--- src/rtl/ifetch_queue_if.sv ---
// Fetch-to-decode bundle for ifetch_queue: the imem port, the redirect input, the decode handshake and status.
// IFETCH_MISALIGN_CHK_EN adds the misalign status bit.
interface ifetch_queue_if #(
    parameter int DEPTH = 4
);
    localparam int LVL_W = $clog2(DEPTH) + 1;

    logic [31:0]      imem_addr;
    logic [31:0]      imem_rd;
    logic             redirect_valid;
    logic [31:0]      redirect_pc;
    logic             instr_valid;
    logic [31:0]      instr;
    logic [31:0]      instr_pc;
    logic             instr_ready;
    logic             fetch_done;
    logic [LVL_W-1:0] fifo_level;
    logic [1:0]       dbg_state;
`ifdef IFETCH_MISALIGN_CHK_EN
    logic             misalign;
`endif

    // Handshake: decode takes the head on a rising clock edge where instr_valid and instr_ready
    // are both high. instr_valid, instr and instr_pc depend only on state, never on instr_ready.
    modport master (
`ifdef IFETCH_MISALIGN_CHK_EN
        output misalign,
`endif
        output imem_addr, input imem_rd,
        input redirect_valid, input redirect_pc,
        output instr_valid, output instr, output instr_pc, input instr_ready,
        output fetch_done, output fifo_level, output dbg_state
    );

    modport slave (
`ifdef IFETCH_MISALIGN_CHK_EN
        input misalign,
`endif
        input imem_addr, output imem_rd,
        output redirect_valid, output redirect_pc,
        input instr_valid, input instr, input instr_pc, output instr_ready,
        input fetch_done, input fifo_level, input dbg_state
    );
endinterface

--- src/rtl/ifetch_queue.sv ---
// Instruction fetch stage: owns the PC, captures imem words into a DEPTH-entry FIFO for decode, and flushes on redirect.
// IFETCH_MISALIGN_CHK_EN enables the misaligned-redirect HALT state and the misalign output.
module ifetch_queue #(
    parameter int          DEPTH      = 4,
    parameter logic [31:0] RESET_PC   = 32'h0,
    parameter int          IMEM_BYTES = 108
) (
    input logic           clk,
    input logic           reset,
    ifetch_queue_if.master bus
);
    localparam int PTR_W = $clog2(DEPTH);
    localparam int CNT_W = PTR_W + 1;
    localparam logic [32:0] LIMIT = 33'(IMEM_BYTES);

    typedef enum logic [1:0] {
        S_FETCH = 2'd0,
        S_DONE  = 2'd1
`ifdef IFETCH_MISALIGN_CHK_EN
        , S_HALT  = 2'd2
`endif
    } state_t;

    typedef struct packed {
        logic [31:0] pc;
        logic [31:0] word;
    } entry_t;

    state_t           state_q, state_d;
    logic [31:0]      pc_q, pc_d;
    logic [PTR_W-1:0] head_q, head_d;
    logic [PTR_W-1:0] tail_q, tail_d;
    logic [CNT_W-1:0] count_q, count_d;
    entry_t           fifo_q [DEPTH];
    entry_t           fifo_d [DEPTH];
`ifdef IFETCH_MISALIGN_CHK_EN
    logic             misalign_q, misalign_d;
`endif

    logic        head_valid;
    logic        pop;
    logic        push;
    logic        take_redirect;
    logic [31:0] target;

    // 33-bit compare so an address near 2^32 cannot wrap back into range.
    function automatic logic in_range(input logic [31:0] a);
        return ({1'b0, a} + 33'd4) <= LIMIT;
    endfunction

    always_comb begin
        head_valid = (count_q != '0);
        pop        = head_valid & bus.instr_ready;
        // A full FIFO still accepts a push when the head leaves in the same cycle.
        push       = (state_q == S_FETCH) && !((count_q == CNT_W'(DEPTH)) && !pop) && in_range(pc_q);

        target = bus.redirect_pc;
`ifdef IFETCH_MISALIGN_CHK_EN
        take_redirect = bus.redirect_valid && (state_q != S_HALT);
`else
        take_redirect = bus.redirect_valid;
        target[1:0]   = 2'b00;
`endif

        state_d = state_q;
        pc_d    = pc_q;
        head_d  = head_q;
        tail_d  = tail_q;
        count_d = count_q;
        fifo_d  = fifo_q;
`ifdef IFETCH_MISALIGN_CHK_EN
        misalign_d = misalign_q;
`endif

        if (take_redirect) begin
            // Flush wins over any pop or push in the same cycle.
            pc_d    = target;
            head_d  = '0;
            tail_d  = '0;
            count_d = '0;
            state_d = in_range(target) ? S_FETCH : S_DONE;
`ifdef IFETCH_MISALIGN_CHK_EN
            if (target[1:0] != 2'b00) begin
                state_d    = S_HALT;
                misalign_d = 1'b1;
            end
`endif
        end else begin
            if (push) begin
                fifo_d[tail_q] = '{pc: pc_q, word: bus.imem_rd};
                tail_d         = tail_q + 1'b1;
                pc_d           = pc_q + 32'd4;
            end
            if (pop) begin
                head_d = head_q + 1'b1;
            end
            case ({push, pop})
                2'b10:   count_d = count_q + 1'b1;
                2'b01:   count_d = count_q - 1'b1;
                default: count_d = count_q;
            endcase
            if ((state_q == S_FETCH) && !in_range(pc_q)) begin
                state_d = S_DONE;
            end
        end
    end

    always_ff @(posedge clk) begin
        if (reset) begin
            state_q <= S_FETCH;
            pc_q    <= RESET_PC;
            head_q  <= '0;
            tail_q  <= '0;
            count_q <= '0;
`ifdef IFETCH_MISALIGN_CHK_EN
            misalign_q <= 1'b0;
`endif
        end else begin
            state_q <= state_d;
            pc_q    <= pc_d;
            head_q  <= head_d;
            tail_q  <= tail_d;
            count_q <= count_d;
`ifdef IFETCH_MISALIGN_CHK_EN
            misalign_q <= misalign_d;
`endif
        end
    end

    // Storage needs no reset: count_q alone decides which entries are meaningful.
    always_ff @(posedge clk) begin
        fifo_q <= fifo_d;
    end

    assign bus.imem_addr   = pc_q;
    assign bus.instr_valid = head_valid;
    assign bus.instr       = head_valid ? fifo_q[head_q].word : 32'h0;
    assign bus.instr_pc    = head_valid ? fifo_q[head_q].pc : 32'h0;
    assign bus.fetch_done  = (state_q == S_DONE);
    assign bus.fifo_level  = count_q;
    assign bus.dbg_state   = state_q;
`ifdef IFETCH_MISALIGN_CHK_EN
    assign bus.misalign    = misalign_q;
`endif
endmodule

--- src/flat_wrapper.sv ---
// flat-port wrapper written by rule: the top's interface ports become plain ports
module ifetch_queue_flat 
#(
    parameter int          DEPTH      = 4,
    parameter logic [31:0] RESET_PC   = 32'h0,
    parameter int          IMEM_BYTES = 108
)
  (clk, reset, bus_imem_addr, bus_imem_rd, bus_redirect_valid, bus_redirect_pc, bus_instr_valid, bus_instr, bus_instr_pc, bus_instr_ready, bus_fetch_done, bus_fifo_level, bus_dbg_state);
  ifetch_queue_if #(.DEPTH(DEPTH)) bus_i ();
  input logic clk;
  input logic reset;
  output wire logic [$bits(bus_i.imem_addr)-1:0] bus_imem_addr;
  input wire logic [$bits(bus_i.imem_rd)-1:0] bus_imem_rd;
  input wire logic [$bits(bus_i.redirect_valid)-1:0] bus_redirect_valid;
  input wire logic [$bits(bus_i.redirect_pc)-1:0] bus_redirect_pc;
  output wire logic [$bits(bus_i.instr_valid)-1:0] bus_instr_valid;
  output wire logic [$bits(bus_i.instr)-1:0] bus_instr;
  output wire logic [$bits(bus_i.instr_pc)-1:0] bus_instr_pc;
  input wire logic [$bits(bus_i.instr_ready)-1:0] bus_instr_ready;
  output wire logic [$bits(bus_i.fetch_done)-1:0] bus_fetch_done;
  output wire logic [$bits(bus_i.fifo_level)-1:0] bus_fifo_level;
  output wire logic [$bits(bus_i.dbg_state)-1:0] bus_dbg_state;
  assign bus_imem_addr = bus_i.imem_addr;
  assign bus_i.imem_rd = bus_imem_rd;
  assign bus_i.redirect_valid = bus_redirect_valid;
  assign bus_i.redirect_pc = bus_redirect_pc;
  assign bus_instr_valid = bus_i.instr_valid;
  assign bus_instr = bus_i.instr;
  assign bus_instr_pc = bus_i.instr_pc;
  assign bus_i.instr_ready = bus_instr_ready;
  assign bus_fetch_done = bus_i.fetch_done;
  assign bus_fifo_level = bus_i.fifo_level;
  assign bus_dbg_state = bus_i.dbg_state;
  ifetch_queue #(.DEPTH(DEPTH), .RESET_PC(RESET_PC), .IMEM_BYTES(IMEM_BYTES)) u_core (.clk(clk), .reset(reset), .bus(bus_i));
endmodule
--- config.mk ---
export PLATFORM = sky130hd
export DESIGN_NAME = ifetch_queue_flat
export DESIGN_NICKNAME = d
export VERILOG_FILES = /design/src/rtl/ifetch_queue_if.sv /design/src/rtl/ifetch_queue.sv /design/src/flat_wrapper.sv
export SDC_FILE = /design/constraint.sdc
export NUM_CORES = 1
export LEC_CHECK = 0
export CORE_UTILIZATION = 50
export CTS_BUF_LIST = sky130_fd_sc_hd__clkbuf_4 sky130_fd_sc_hd__clkbuf_8 sky130_fd_sc_hd__clkbuf_16
export CTS_CLUSTER_SIZE = 14
export DETAILED_ROUTE_END_ITERATION = 7
export PLACE_DENSITY = 0.74
export SLEW_MARGIN = 20
export SYNTH_ARGS = -nofsm -noshare
export SYNTH_HDL_FRONTEND = slang
export SYNTH_SLANG_ARGS = --single-unit
--- constraint.sdc ---
create_clock -name clk -period 11.9 [get_ports clk]
set_input_delay 1.785 -clock clk [delete_from_list [all_inputs] [get_ports clk]]
set_output_delay 1.785 -clock clk [all_outputs]
set_load 0.02 [all_outputs]
### After elaboration in Yosys (flattened, before gate mapping)

Index checks and enable logic that the tools add are counted.

* register bits after elaboration: 297
* input bits: 68
* output and inout port bits: 103
* word-level logic and storage cells: 63

* $add $sub $neg: 7
* magnitude comparators: 5
* equal/unequal tests: 4
* muxes and demuxes: 14
* bitwise logic cells: 4
* reductions and logical operators: 15

Operators by type and width (number)
* $bwmux W256: 1
* $mux W64: 3
* $bmux W64 S2: 1
* $demux W64 S2: 1
* $mux W32: 4
* $add A32 B3 Y33 const B: 2
* $le A33 B7 Y1 const B: 2
* $add A32 B3 Y32 const B: 1
* $ge A3 B3 Y1 const B: 2
* $not A2 Y3: 2
* $pmux W3 S2: 1
* $reduce_bool A2 Y1: 3
* $logic_and A1 B1 Y1: 5
* $add A2 B1 Y2 const B: 2
* $eq A2 B1 Y1 const B: 2
* $mux W2: 2
* $add A3 B1 Y3 const B: 1
* $eq A3 B3 Y1 const B: 1
* $logic_not A1 Y1: 3
* $lt A3 B1 Y1 const B: 1
* $reduce_bool A3 Y1: 1
* $sub A3 B1 Y3 const B: 1
* $eq A2 B2 Y1 const B: 1
* $logic_not A2 Y1: 1
* other kinds (5): 5

### Longest topological paths before layout

* depth in word-level cells: 9
* depth in mapped cells: 15
* depth with buffers taken out: 14

### Least setup slack after synthesis

OpenSTA, ideal clock, no wires.

* path kind: register -> register
* start point: reg u_core.pc_q[3], in the netlist u_core.bus.imem_addr[3]
* end point: reg u_core.fifo_q[0] in the netlist's numbering (enable)
* setup time: 0.571 ns
* data arrival time: 7.601 ns
* data required time: 11.329 ns
* slack: 3.728 ns
* cell stages (with the launch flop): 11
* buffers on the path: 1
* clock period less this slack: 8.172 ns
* cells stage by stage: dfxtp_1 ha_1 and3_1 clkbuf_1 xnor2_1 nand3_1 o31a_2 or4_2 nor4_1 nand2_1 nor3b_1

* cells in the longest elaborated chain, start to end: 4

RTL lines
* start: declaration: RTL line ifetch_queue.sv:30 `logic [31:0] pc_q, pc_d;`
* start signal: assignment: RTL line ifetch_queue.sv:120 `pc_q <= pc_d;`
* $add A32 B3 Y33: RTL line ifetch_queue.sv:48 `return ({1'b0, a} + 33'd4) <= LIMIT;`
* $le A33 B7 Y1: RTL line ifetch_queue.sv:48
* $logic_and A1 B1 Y1: RTL line ifetch_queue.sv:55 `push = (state_q == S_FETCH) && !((count_q == CNT_W'(DEPTH)) && !pop) && in_range(pc_q);`
* $reduce_and A2 Y1 (no line)
* end signal: assignment: RTL line ifetch_queue.sv:132 `fifo_q <= fifo_d;`
* end: declaration: RTL line ifetch_queue.sv:34 `entry_t fifo_q [DEPTH];`

Every way passes these cells.
A chain may end at the register's enable or synchronous reset.

### Worst setup path after layout

* start point: reg u_core.head_q[0]
* end point: out bus_instr_pc[16]

* cells in the longest elaborated chain, start to end: 5

RTL lines
* start: declaration: RTL line ifetch_queue.sv:31 `logic [PTR_W-1:0] head_q, head_d;`
* start signal: assignment: RTL line ifetch_queue.sv:112 `head_q <= '0;`
* start signal: assignment: RTL line ifetch_queue.sv:121 `head_q <= head_d;`
* $not A2 Y3 (implied by the code): RTL line ifetch_queue.sv:138 `assign bus.instr_pc = head_valid ? fifo_q[head_q].pc : 32'h0;`
* $bmux W64 S2: RTL line ifetch_queue.sv:138
* $mux W64 (2 in series)
* $mux W32: RTL line ifetch_queue.sv:138
* end: declaration: RTL line flat_wrapper.sv:18 `output wire logic [$bits(bus_i.instr_pc)-1:0] bus_instr_pc;`

Every way passes these cells. The select of a mux whose other input is x is not followed.

==> flow_metrics.tcl <==
set metrics [dict create \
    yosysTopAreaCellShare_pct 60.7 \
    p_per_area_nw_per_um2 138 \
    max_freq_mhz 197 \
    peakVddDrop_mv 0.153 \
    cts_tree "built" \
    fin_area_um2 15200 \
    track_usage_pct 20.4 \
    place_area_um2 14200 \
    critical_path_class "reg -> out" \
    first_global_vias 7161 \
    post-cts-setup-buffers 0 \
    drtIter0Drc 555 \
    antenna_cells 0 \
    hold_viol 0 \
    worstSetupEndpointType "output port" \
    seq_area_frac_synth_pct 66.9 \
    ant_nets 0 \
    fin_skew_ns 0.0127 \
    start_util_pct 51.7 \
    die_x_um 159 \
    multi_input_area_um2 3850 \
    place_hpwl_um 15500 \
    synth-async-reset-ratio_pct 0 \
    ctsHoldBuffers 0 \
    synth_common_cells "edfxtp_1 (248), and2_1 (68), mux4_2 (62)" \
    startpoint_type "flop" \
    die_area_um2 25200 \
    cts_max_level 1 \
    clk_pin_slew_ns 0.06 \
    grt_max_degree 64 \
    post_drt_via_cell_ratio 5.67 \
    grtUsageMet2_pct 34.0 \
    use_met1_pct 28.6 \
    ys.flop_type "edfxtp_1" \
    yosysMostFrequentCell "edfxtp_1" \
    cp_data_arrival_time_ns 3.29 \
    fin_setup_tns_ns 0 \
    ys_warn_count 0 \
    synthToLayoutAreaGrowth_pct 24.0 \
    antenna_found_initial 0 \
    cp_max_fo 48 \
    gp_congestion 0.895 \
    io_buffers 163 \
    vias 7253 \
    slew_headroom_pct 34.3 \
    run_status "complete, no violations" \
    required_ns 10.12 \
    fin_nets 1016 \
    fill_cells 1712 \
    clock_path_buffers 3 \
    fin_util_pct 64.1 \
    hold_depth 2 \
    cts_buffers 29 \
    avgSynthCellArea_um2 16.0 \
    fp.dieH_um 159 \
    slew_viol_final 0 \
    use_met3_pct 3.21 \
    drc_errors 0 \
    synth-edff-count 248 \
    p_leak_nw 4.91 \
    hold_class "reg -> reg" \
    netlist_area_um2 12300 \
    rsz0062_at_grt "no" \
    post-route-period-util_pct 42.7 \
    syn_inst 768 \
    grt.overflow.total 0 \
    finalSetupViolations 0 \
    clock_latency_ns 0.53 \
    drive_above_1_share_pct 16.1 \
    routed_wl_um 25200 \
    cts_resized 0 \
    gr-max-usage-layer "met2" \
    pin_count 171 \
    wire_per_inst_um 19.7 \
    period_minus_slack_ns 5.08 \
    cts_sinks 286 \
    ff2ff_path_depth 9 \
    tightest_slew_ns 0.986 \
    firstDrtPassIters 4 \
    ys_ff_latch 286 \
    core-area_um2 23800 \
    rows 56 \
    cts-root-buf "clkbuf_16" \
    power_mw 2.10 \
    regArea_um2 8220 \
    yosys.area.top_type "edfxtp_1" \
    synth.top_cells.by_area "edfxtp_1 (61%), mux4_2 (11%), dfxtp_1 (6.2%)" \
    ys_types 63 \
    holdWs_ns 0.521 \
    grt_first_pass_wirelength_um 39100 \
    drv_cap 0 \
]
[state kept, by name (all words and copies together) (netlist names)]
register               cells
u_core.bus.fifo_level      3
u_core.bus.dbg_state       1
u_core.bus.imem_addr      30
u_core.head_q              2
u_core.fifo_q            248
u_core.tail_q              2
[critical path, stage by stage, from the launching register on]
cell and delay [ns]:
dfxtp_4 0.56, buf_4 0.79, mux4_2 0.60, and2_1 0.19
clkdlybuf4s50_1 0.54
[final timing paths]
path | startpoint | to | slack (ns)
max | u_core.head_q[0]$_SDFFE_PP0P_ | bus_instr_pc[16] | 6.82
min | u_core.tail_q[0]$_SDFFE_PP0P_ | u_core.tail_q[0]$_SDFFE_PP0P_ | 0.52
max reg2reg | u_core.bus.imem_addr[12]$_SDFFE_PP0P_ | u_core.fifo_q[47]$_DFFE_PP_ | 6.94
min reg2reg | u_core.tail_q[0]$_SDFFE_PP0P_ | u_core.tail_q[0]$_SDFFE_PP0P_ | 0.52
[metal layers]
layer / vias up / share of wire (%)
met3: 30 / 5.4
met2: 207 / 48
li1: 3357 / -
met5: - / 0
met1: 3659 / 45
met4: 0 / 1.2
[layout by cell type (no fill, tap or decap), types with 19 or more instances in the layout]
| cell | n |
|---|---|
| mux2i_1 | 28 |
| mux4_2 | 62 |
| nand3_1 | 20 |
| and2_1 | 68 |
| clkbuf_16 | 31 |
| dfxtp_1 | 36 |
| nand2_1 | 22 |
| edfxtp_1 | 248 |
| nor2_1 | 48 |
| nand4_1 | 19 |
| clkdlybuf4s50_1 | 162 |
[cells by family after synthesis]
kind of cell             synth area share, %
AND/OR/NAND/NOR                         11.0
buffers and inverters                   2.00
flip-flops                              66.9
other                                 0.0306
AO/OA/AOI/OAI                           3.65
multiplexers                            14.0
XOR/XNOR                                1.36
adder cells (fa/ha/maj)                 1.08
[through the flow]
stage / setup WS, ns / std cells
floorplan: 3.73 / 772
global placement: 6.90 / 1226
detailed placement: 6.94 / 1226
CTS: 6.73 / 1280
global route: 6.54 / 1280
finish: 6.82 / 1280
[where the power goes]
part	switching, mW	internal [mW]
registers	0.0206	1.10
logic	0.0479	0.0499
clock network	0.359	0.530
[area by class of cell]
class	count	share of cell area [%]
multi-input cells	430	25.3
clock buffers	40	5.67
well taps	319	2.62
clock inverters	14	0.699
flip-flops and latches	286	54.0
inverters	15	0.370
repair buffers	176	11.3
No activity file was read; power rests on OpenSTA's default activity.
